**config.mk**
```make
export PLATFORM = sky130hd
export DESIGN_NAME = uart_prog_loader
export DESIGN_NICKNAME = d
export VERILOG_FILES = /design/src/rtl/uart_prog_loader_pkg.sv /design/src/rtl/uart_prog_loader_rx.sv /design/src/rtl/uart_prog_loader.sv
export SDC_FILE = /design/constraint.sdc
export NUM_CORES = 1
export LEC_CHECK = 0
export BUFFER_PORTS_ARGS = -buffer_cell sky130_fd_sc_hd__buf_2
export CAP_MARGIN = 20
export CORE_MARGIN = 3
export CORE_UTILIZATION = 50
export DETAILED_ROUTE_END_ITERATION = 6
export HOLD_SLACK_MARGIN = 0.08
export PLACE_DENSITY = 0.73
export SYNTH_ARGS = -nofsm -noshare
export SYNTH_HDL_FRONTEND = slang
export SYNTH_SLANG_ARGS = --single-unit
export TNS_END_PERCENT = 20
```
**constraint.sdc**
```tcl
create_clock -name clk -period 2.9 [get_ports clk]
set_input_delay 0.29 -clock clk [delete_from_list [all_inputs] [get_ports clk]]
set_output_delay 0.29 -clock clk [all_outputs]
set_load 0.01 [all_outputs]
```
**src/rtl/uart_prog_loader_pkg.sv**
```systemverilog
// Shared types and constants for the UART program loader and its receiver.
// Holds the loader/receiver state encodings, frame header byte and default baud divisor.
package uart_prog_loader_pkg;

    localparam logic [7:0]  HDR_BYTE             = 8'hA5;
    localparam int unsigned DEFAULT_CLKS_PER_BIT = 104;

    typedef enum logic [2:0] {
        ST_IDLE,
        ST_HDR,
        ST_LEN_LO,
        ST_LEN_HI,
        ST_DATA,
        ST_DONE,
        ST_ERROR
    } load_state_t;

    typedef enum logic [1:0] {
        RX_IDLE,
        RX_START,
        RX_DATA,
        RX_STOP
    } rx_state_t;

endpackage

```
**src/rtl/uart_prog_loader_rx.sv**
```systemverilog
// 8N1 UART receiver: 2-FF synchronizer, mid-bit sampling baud counter, LSB-first shifter.
// byte_valid / frame_err pulse for one cycle in the cycle the stop bit is sampled.
module uart_rx_core
    import uart_prog_loader_pkg::*;
#(
    parameter int unsigned CLKS_PER_BIT = DEFAULT_CLKS_PER_BIT
) (
    input  logic       clk,
    input  logic       rst,
    input  logic       rx,
    output logic [7:0] rx_byte,
    output logic       byte_valid,
    output logic       frame_err
);

    localparam int unsigned      CNT_W    = (CLKS_PER_BIT > 2) ? $clog2(CLKS_PER_BIT) : 1;
    localparam logic [CNT_W-1:0] HALF_CNT = CNT_W'(CLKS_PER_BIT / 2 - 1);
    localparam logic [CNT_W-1:0] FULL_CNT = CNT_W'(CLKS_PER_BIT - 1);

    rx_state_t        state_q, state_d;
    logic             sync1_q, sync2_q, prev_q;
    logic [CNT_W-1:0] cnt_q, cnt_d;
    logic [2:0]       bit_idx_q, bit_idx_d;
    logic [7:0]       shift_q, shift_d;
    logic             cnt_half, cnt_full, fall;

    assign cnt_half = (cnt_q == HALF_CNT);
    assign cnt_full = (cnt_q == FULL_CNT);
    // Edge-triggered start detection so a low tail after a bad stop bit cannot re-arm.
    assign fall     = !sync2_q && prev_q;
    assign rx_byte  = shift_q;

    always_ff @(posedge clk) begin
        if (rst) begin
            sync1_q <= 1'b1;
            sync2_q <= 1'b1;
            prev_q  <= 1'b1;
        end else begin
            sync1_q <= rx;
            sync2_q <= sync1_q;
            prev_q  <= sync2_q;
        end
    end

    always_ff @(posedge clk) begin
        if (rst) state_q <= RX_IDLE;
        else     state_q <= state_d;
    end

    always_comb begin
        state_d = state_q;
        case (state_q)
            RX_IDLE:  if (fall) state_d = RX_START;
            RX_START: if (cnt_half) state_d = sync2_q ? RX_IDLE : RX_DATA;
            RX_DATA:  if (cnt_full && bit_idx_q == 3'd7) state_d = RX_STOP;
            RX_STOP:  if (cnt_full) state_d = RX_IDLE;
            default:  state_d = RX_IDLE;
        endcase
    end

    always_comb begin
        byte_valid = 1'b0;
        frame_err  = 1'b0;
        if (state_q == RX_STOP && cnt_full) begin
            byte_valid = sync2_q;
            frame_err  = !sync2_q;
        end
    end

    always_comb begin
        cnt_d     = cnt_q + 1'b1;
        bit_idx_d = bit_idx_q;
        shift_d   = shift_q;
        case (state_q)
            RX_IDLE: begin
                cnt_d     = '0;
                bit_idx_d = '0;
            end
            RX_START: if (cnt_half) cnt_d = '0;
            RX_DATA: begin
                if (cnt_full) begin
                    cnt_d     = '0;
                    shift_d   = {sync2_q, shift_q[7:1]};
                    bit_idx_d = bit_idx_q + 1'b1;
                end
            end
            RX_STOP: if (cnt_full) cnt_d = '0;
            default: cnt_d = '0;
        endcase
    end

    always_ff @(posedge clk) begin
        if (rst) begin
            cnt_q     <= '0;
            bit_idx_q <= '0;
            shift_q   <= '0;
        end else begin
            cnt_q     <= cnt_d;
            bit_idx_q <= bit_idx_d;
            shift_q   <= shift_d;
        end
    end

endmodule

```
**src/rtl/uart_prog_loader.sv**
```systemverilog
// UART program loader: parses A5/count/payload frames and streams 32-bit words into imem.
// Holds the CPU in reset while a load session is active.
module uart_prog_loader
    import uart_prog_loader_pkg::*;
#(
    parameter int unsigned CLKS_PER_BIT = DEFAULT_CLKS_PER_BIT,
    parameter int unsigned ADDR_W       = 12
) (
    input  logic              clk,
    input  logic              rst,
    input  logic              rx,
    input  logic              start_load,
    output logic              imem_we,
    output logic [ADDR_W-1:0] imem_waddr,
    output logic [31:0]       imem_wdata,
    output logic              cpu_hold,
    output logic              done,
    output logic              err
);

    localparam logic [32:0] MAX_WORDS = 33'(1) << ADDR_W;

    logic [7:0]  rx_byte;
    logic        byte_valid, frame_err;

    load_state_t       state_q, state_d;
    logic [15:0]       count_q, count_d;
    logic [ADDR_W:0]   idx_q, idx_d;
    logic [1:0]        byte_cnt_q, byte_cnt_d;
    logic [31:0]       asm_q, asm_d;
    logic              we_q, we_d;
    logic [ADDR_W-1:0] waddr_q, waddr_d;
    logic [31:0]       wdata_q, wdata_d;

    logic [15:0] len_full;
    logic        session_active, can_start, last_written;

    uart_rx_core #(
        .CLKS_PER_BIT(CLKS_PER_BIT)
    ) u_rx (
        .clk       (clk),
        .rst       (rst),
        .rx        (rx),
        .rx_byte   (rx_byte),
        .byte_valid(byte_valid),
        .frame_err (frame_err)
    );

    assign len_full       = {rx_byte, count_q[7:0]};
    assign session_active = (state_q == ST_HDR) || (state_q == ST_LEN_LO) ||
                            (state_q == ST_LEN_HI) || (state_q == ST_DATA);
    assign can_start      = start_load && ((state_q == ST_IDLE) || (state_q == ST_DONE) ||
                                           (state_q == ST_ERROR));
    // idx_q has already advanced past the word being strobed.
    assign last_written   = we_q && (33'(idx_q) == 33'(count_q));

    always_ff @(posedge clk) begin
        if (rst) state_q <= ST_IDLE;
        else     state_q <= state_d;
    end

    always_comb begin
        state_d = state_q;
        case (state_q)
            ST_IDLE, ST_DONE, ST_ERROR: if (start_load) state_d = ST_HDR;
            ST_HDR:    if (byte_valid && rx_byte == HDR_BYTE) state_d = ST_LEN_LO;
            ST_LEN_LO: if (byte_valid) state_d = ST_LEN_HI;
            ST_LEN_HI: begin
                if (byte_valid) begin
                    if (len_full == 16'd0)                    state_d = ST_DONE;
                    else if ({17'd0, len_full} > MAX_WORDS)   state_d = ST_ERROR;
                    else                                      state_d = ST_DATA;
                end
            end
            ST_DATA:   if (last_written) state_d = ST_DONE;
            default:   state_d = ST_IDLE;
        endcase
        if (session_active && frame_err) state_d = ST_ERROR;
    end

    always_comb begin
        cpu_hold = session_active;
        done     = (state_q == ST_DONE);
        err      = (state_q == ST_ERROR);
    end

    always_comb begin
        count_d    = count_q;
        idx_d      = idx_q;
        byte_cnt_d = byte_cnt_q;
        asm_d      = asm_q;
        we_d       = 1'b0;
        waddr_d    = waddr_q;
        wdata_d    = wdata_q;
        if (can_start) begin
            idx_d      = '0;
            byte_cnt_d = '0;
        end
        case (state_q)
            ST_LEN_LO: if (byte_valid) count_d = {count_q[15:8], rx_byte};
            ST_LEN_HI: if (byte_valid) count_d = len_full;
            ST_DATA: begin
                if (byte_valid) begin
                    asm_d      = {rx_byte, asm_q[31:8]};
                    byte_cnt_d = byte_cnt_q + 1'b1;
                    if (byte_cnt_q == 2'd3) begin
                        we_d    = 1'b1;
                        waddr_d = idx_q[ADDR_W-1:0];
                        wdata_d = {rx_byte, asm_q[31:8]};
                        idx_d   = idx_q + 1'b1;
                    end
                end
            end
            default: ;
        endcase
    end

    always_ff @(posedge clk) begin
        if (rst) begin
            count_q    <= '0;
            idx_q      <= '0;
            byte_cnt_q <= '0;
            asm_q      <= '0;
            we_q       <= 1'b0;
            waddr_q    <= '0;
            wdata_q    <= '0;
        end else begin
            count_q    <= count_d;
            idx_q      <= idx_d;
            byte_cnt_q <= byte_cnt_d;
            asm_q      <= asm_d;
            we_q       <= we_d;
            waddr_q    <= waddr_d;
            wdata_q    <= wdata_d;
        end
    end

    assign imem_we    = we_q;
    assign imem_waddr = waddr_q;
    assign imem_wdata = wdata_q;

endmodule

```
==> impl_metrics.prom <==
# TYPE chip_impl_metric gauge
chip_impl_info{name="outcome",value="finished clean"} 1
chip_impl_metric{name="ff_latch_area",unit="um2"} 2520
chip_impl_info{name="crit_path_launch",value="u_rx.cnt_q[0]"} 1
chip_impl_metric{name="worst_ep_required_time",unit="ns"} 3.30
chip_impl_metric{name="die-height",unit="um"} 107
chip_impl_metric{name="netlist_instances",unit=""} 621
chip_impl_info{name="setup.worst_path.class",value="reg2reg"} 1
chip_impl_metric{name="floorplan.core_area",unit="um2"} 9860
chip_impl_metric{name="portBuffers",unit=""} 51
chip_impl_metric{name="drive_above_1_share",unit="%"} 15.1
chip_impl_metric{name="placed_area",unit="um2"} 5410
chip_impl_metric{name="numClockSinks",unit=""} 126
chip_impl_metric{name="signed_area_change_from_the_synthesized_netlist_to_the_final_layout",unit="%"} 18.6
chip_impl_metric{name="post_synth_edffs",unit=""} 0
chip_impl_metric{name="p_leak",unit="uW"} 0.00235
chip_impl_metric{name="cts_inserted_buffers",unit=""} 17
chip_impl_metric{name="count_of_buffers_added_by_post_cts_timing_repair_for_setup",unit=""} 0
chip_impl_metric{name="antenna_cells_inserted",unit=""} 0
chip_impl_metric{name="grt_remaining_overflow",unit=""} 0
chip_impl_metric{name="ys_warn_count",unit=""} 0
chip_impl_metric{name="first_global_vias",unit=""} 4106
chip_impl_info{name="synth_ff_type",value="sky130_fd_sc_hd__dfxtp_1"} 1
chip_impl_metric{name="rows",unit=""} 36
chip_impl_metric{name="dr_pass1_iterations",unit=""} 4
chip_impl_metric{name="largest_net_degree_at_the_start_of_global_routing",unit=""} 43
chip_impl_metric{name="wirelength",unit="um"} 11800
chip_impl_metric{name="routed_wire_length_per_instance",unit="um"} 14.7
chip_impl_metric{name="globalRouteTotalUtil",unit="%"} 21.3
chip_impl_metric{name="vias",unit=""} 4352
chip_impl_metric{name="floorplan.initialDensity",unit="%"} 51.7
chip_impl_info{name="critPathCapture",value="count_q[11]"} 1
chip_impl_metric{name="mappedNetlistNets",unit=""} 630
chip_impl_metric{name="synth_sequential_area_ratio",unit="%"} 49.4
chip_impl_metric{name="antenna_violating_nets_post_route",unit=""} 0
chip_impl_metric{name="fill_cells",unit=""} 867
chip_impl_metric{name="timing.clock.skew",unit="ns"} 0.00920
chip_impl_metric{name="r2r_setup_slack",unit="ns"} 0.66
chip_impl_metric{name="multiInputGateArea",unit="um2"} 2370
chip_impl_metric{name="postSynth.asyncResetShare",unit="%"} 0
chip_impl_metric{name="worstRegToRegCells",unit=""} 6
chip_impl_metric{name="setup-violations-final",unit=""} 0
chip_impl_info{name="rsz0062_at_grt",value="false"} 1
chip_impl_metric{name="die_area",unit="um2"} 11500
chip_impl_metric{name="dpl.hpwl",unit="um"} 7690
chip_impl_metric{name="finalWeightedCongestion",unit=""} 0.919
chip_impl_metric{name="timing.hold.ws",unit="ns"} 0.160
chip_impl_metric{name="power_density",unit="nW/um2"} 706
chip_impl_metric{name="timing.final.crit_period",unit="ns"} 2.24
chip_impl_metric{name="yosys_register_bits",unit=""} 126
chip_impl_metric{name="syn_avg_cell_area",unit="um2"} 8.22
chip_impl_metric{name="final_net_count",unit=""} 667
chip_impl_info{name="cp-end-kind",value="flop"} 1
chip_impl_metric{name="slew_violations",unit=""} 0
chip_impl_metric{name="cts_max_level",unit=""} 4
chip_impl_metric{name="post-route-period-util",unit="%"} 77.1
chip_impl_metric{name="timing.fmax",unit="MHz"} 447
chip_impl_info{name="cts-root-buf",value="sky130_fd_sc_hd__clkbuf_8"} 1
chip_impl_metric{name="drv_cap",unit=""} 0
chip_impl_metric{name="die_w",unit="um"} 107
chip_impl_metric{name="antenna_found_initial",unit=""} 0
chip_impl_metric{name="dp_worst_setup_slack",unit="ns"} 0.687
chip_impl_metric{name="tightestPinTransition",unit="ns"} 0.610
chip_impl_metric{name="grt_first_pass_wirelength",unit="um"} 19600
chip_impl_metric{name="max-slew-margin-rel",unit="%"} 58.3
chip_impl_metric{name="detailed_router_s_first_iteration_violation_count",unit=""} 285
chip_impl_info{name="regToRegStartpoint",value="u_rx.cnt_q[0]"} 1
chip_impl_info{name="mostFrequentLayoutCell",value="sky130_fd_sc_hd__nand2_1"} 1
chip_impl_metric{name="layout_setup_ws",unit="ns"} 0.664
chip_impl_metric{name="clk_path_buf_depth",unit=""} 2
chip_impl_info{name="hold_path_class",value="in2reg"} 1
chip_impl_metric{name="latest_clock_arrival_within_the_worst_skew_pair",unit="ns"} 0.52
chip_impl_metric{name="clk_transition_reported_paths",unit="ns"} 0.06
chip_impl_metric{name="detail_route.drc_violations",unit=""} 0
chip_impl_info{name="tritoncts",value="done"} 1
chip_impl_info{name="commonest_cells_after_routing_fill_and_taps_aside",value="163 x sky130_fd_sc_hd__nand2_1, 126 x sky130_fd_sc_hd__dfxtp_1, 89 x sky130_fd_sc_hd__a21oi_1, 50 x sky130_fd_sc_hd__buf_2, 44 x sky130_fd_sc_hd__nor2_1"} 1
chip_impl_info{name="setup.worst_path.start_class",value="flop"} 1
chip_impl_metric{name="critPathArrivalTime",unit="ns"} 2.63
chip_impl_metric{name="vdd.ir_drop.worst",unit="uV"} 437
chip_impl_metric{name="ioPinCount",unit=""} 52
chip_impl_metric{name="synth.cell_area",unit="um2"} 5100
chip_impl_metric{name="timing.setup.tns",unit="ns"} 0
chip_impl_metric{name="final_number_of_hold_violating_endpoints",unit=""} 0
chip_impl_metric{name="stdcell_area",unit="um2"} 6050
chip_impl_metric{name="worst-path-max-fanout",unit=""} 8
chip_impl_metric{name="viasPerCell",unit=""} 5.41
chip_impl_metric{name="netlist-cell-type-count",unit=""} 51
chip_impl_info{name="regToRegEndpoint",value="count_q[11]"} 1
Yosys cell counts (2+ instances only):
cell type	n	area, um2
sky130_fd_sc_hd__o211ai_1	2	15.0
sky130_fd_sc_hd__a31oi_1	2	12.5
sky130_fd_sc_hd__o31ai_1	3	22.5
sky130_fd_sc_hd__nor4_1	8	50.1
sky130_fd_sc_hd__xor2_1	22	193
sky130_fd_sc_hd__or3_1	2	12.5
sky130_fd_sc_hd__nand4_1	6	37.5
sky130_fd_sc_hd__buf_2	12	60.1
sky130_fd_sc_hd__mux2i_1	19	190
sky130_fd_sc_hd__nand3_1	19	95.1
sky130_fd_sc_hd__xnor2_1	6	52.6
sky130_fd_sc_hd__nor3_1	10	50.1
sky130_fd_sc_hd__a22oi_1	2	15.0
sky130_fd_sc_hd__and4_1	3	26.3
sky130_fd_sc_hd__nand2_1	163	612
sky130_fd_sc_hd__nor3b_1	2	15.0
sky130_fd_sc_hd__clkbuf_1	27	101
sky130_fd_sc_hd__buf_1	3	11.3
sky130_fd_sc_hd__nor4bb_1	2	20.0
sky130_fd_sc_hd__ha_1	5	62.6
sky130_fd_sc_hd__nand4b_1	2	17.5
sky130_fd_sc_hd__dfxtp_1	126	2520
sky130_fd_sc_hd__nor2_1	44	165
sky130_fd_sc_hd__or2_2	2	12.5
sky130_fd_sc_hd__and3_1	3	18.8
sky130_fd_sc_hd__inv_1	9	33.8
sky130_fd_sc_hd__a21oi_1	89	445
sky130_fd_sc_hd__o21ai_0	5	25.0
how the worst min path moves through the flow:
stage / startpoint / to / slack [ns] / depth (start not counted)
global route: start_load / byte_cnt_q[1] / 0.16 / 4
floorplan: u_rx.sync1_q / u_rx.sync2_q / 0.39 / 1
detailed placement: u_rx.sync1_q / u_rx.sync2_q / 0.40 / 1
global placement: u_rx.sync1_q / u_rx.sync2_q / 0.39 / 1
finish: start_load / byte_cnt_q[1] / 0.16 / 4
CTS: start_load / byte_cnt_q[1] / 0.15 / 4
power breakdown:
group | internal, uW | switching, uW
combinational | 88.7 | 156
sequential | 1750 | 51.3
clock | 1410 | 816
area by class of cell:
cell class | count | share of cell area [%]
Clock buffer | 17 | 6.85
Clock inverter | 15 | 3.50
Inverter | 9 | 0.558
Multi-Input combinational cell | 443 | 39.1
Sequential cell | 126 | 41.7
Tap cell | 133 | 2.75
Timing Repair Buffer | 61 | 5.54
per-stage QoR:
step / std cells / utilization [%] / total power (uW)
after floorplan: 621 / - / 2020
after global placement: 771 / 54.9 / 2060
after detailed placement: 771 / 54.9 / 2070
after CTS: 804 / 61.3 / 4290
after global routing: 804 / 61.3 / 4410
final: 804 / 61.3 / 4270
sequential cells by signal (all words and copies together), names as in the netlist, named ones only:
name,cells
u_rx.rx_byte,8
u_rx.bit_idx_q,3
u_rx.sync1_q,1
imem_wdata,32
imem_we,1
imem_waddr,12
u_rx.cnt_q,7
byte_cnt_q,2
state_q,3
u_rx.sync2_q,1
u_rx.prev_q,1
count_q,16
u_rx.state_q,1
asm_q,24
idx_q,13
routing by layer:
layer | vias up | GRT usage (%) | wire length (um)
met1 | 2026 | 27.9 | 5380
met2 | 144 | 33.9 | 5600
met5 | - | 0 | 0
li1 | 2166 | - | -
met4 | 0 | 6.48 | 166
met3 | 16 | 6.62 | 681
kinds of logic (layout without fill, tap and decap cells):
family	count (synthesis)	in the layout	synth area share, %
AOI/OAI and AO/OA	114	114	12.5
xor gates and xnor gates	28	28	4.81
adders and majority gates	5	5	1.23
buffers and inverters	52	102	4.19
DFF	126	126	49.4
muxes	20	20	3.95
and+or+nand+nor	276	276	23.9
timing repair:
action,in CTS,in global routing
endpoints found under the hold margin,1,0
resized for setup,0,0
hold buffers,1,0
worst max-delay path, stage by stage, from the launching register on:
cell	delay, ns
sky130_fd_sc_hd__dfxtp_1	0.35
sky130_fd_sc_hd__ha_1	0.27
sky130_fd_sc_hd__nand4b_1	0.18
sky130_fd_sc_hd__nor3_1	0.54
sky130_fd_sc_hd__o2111ai_2	0.43
sky130_fd_sc_hd__mux2i_1	0.28
sky130_fd_sc_hd__nor2_1	0.06
No activity file was read; power rests on OpenSTA's default activity.
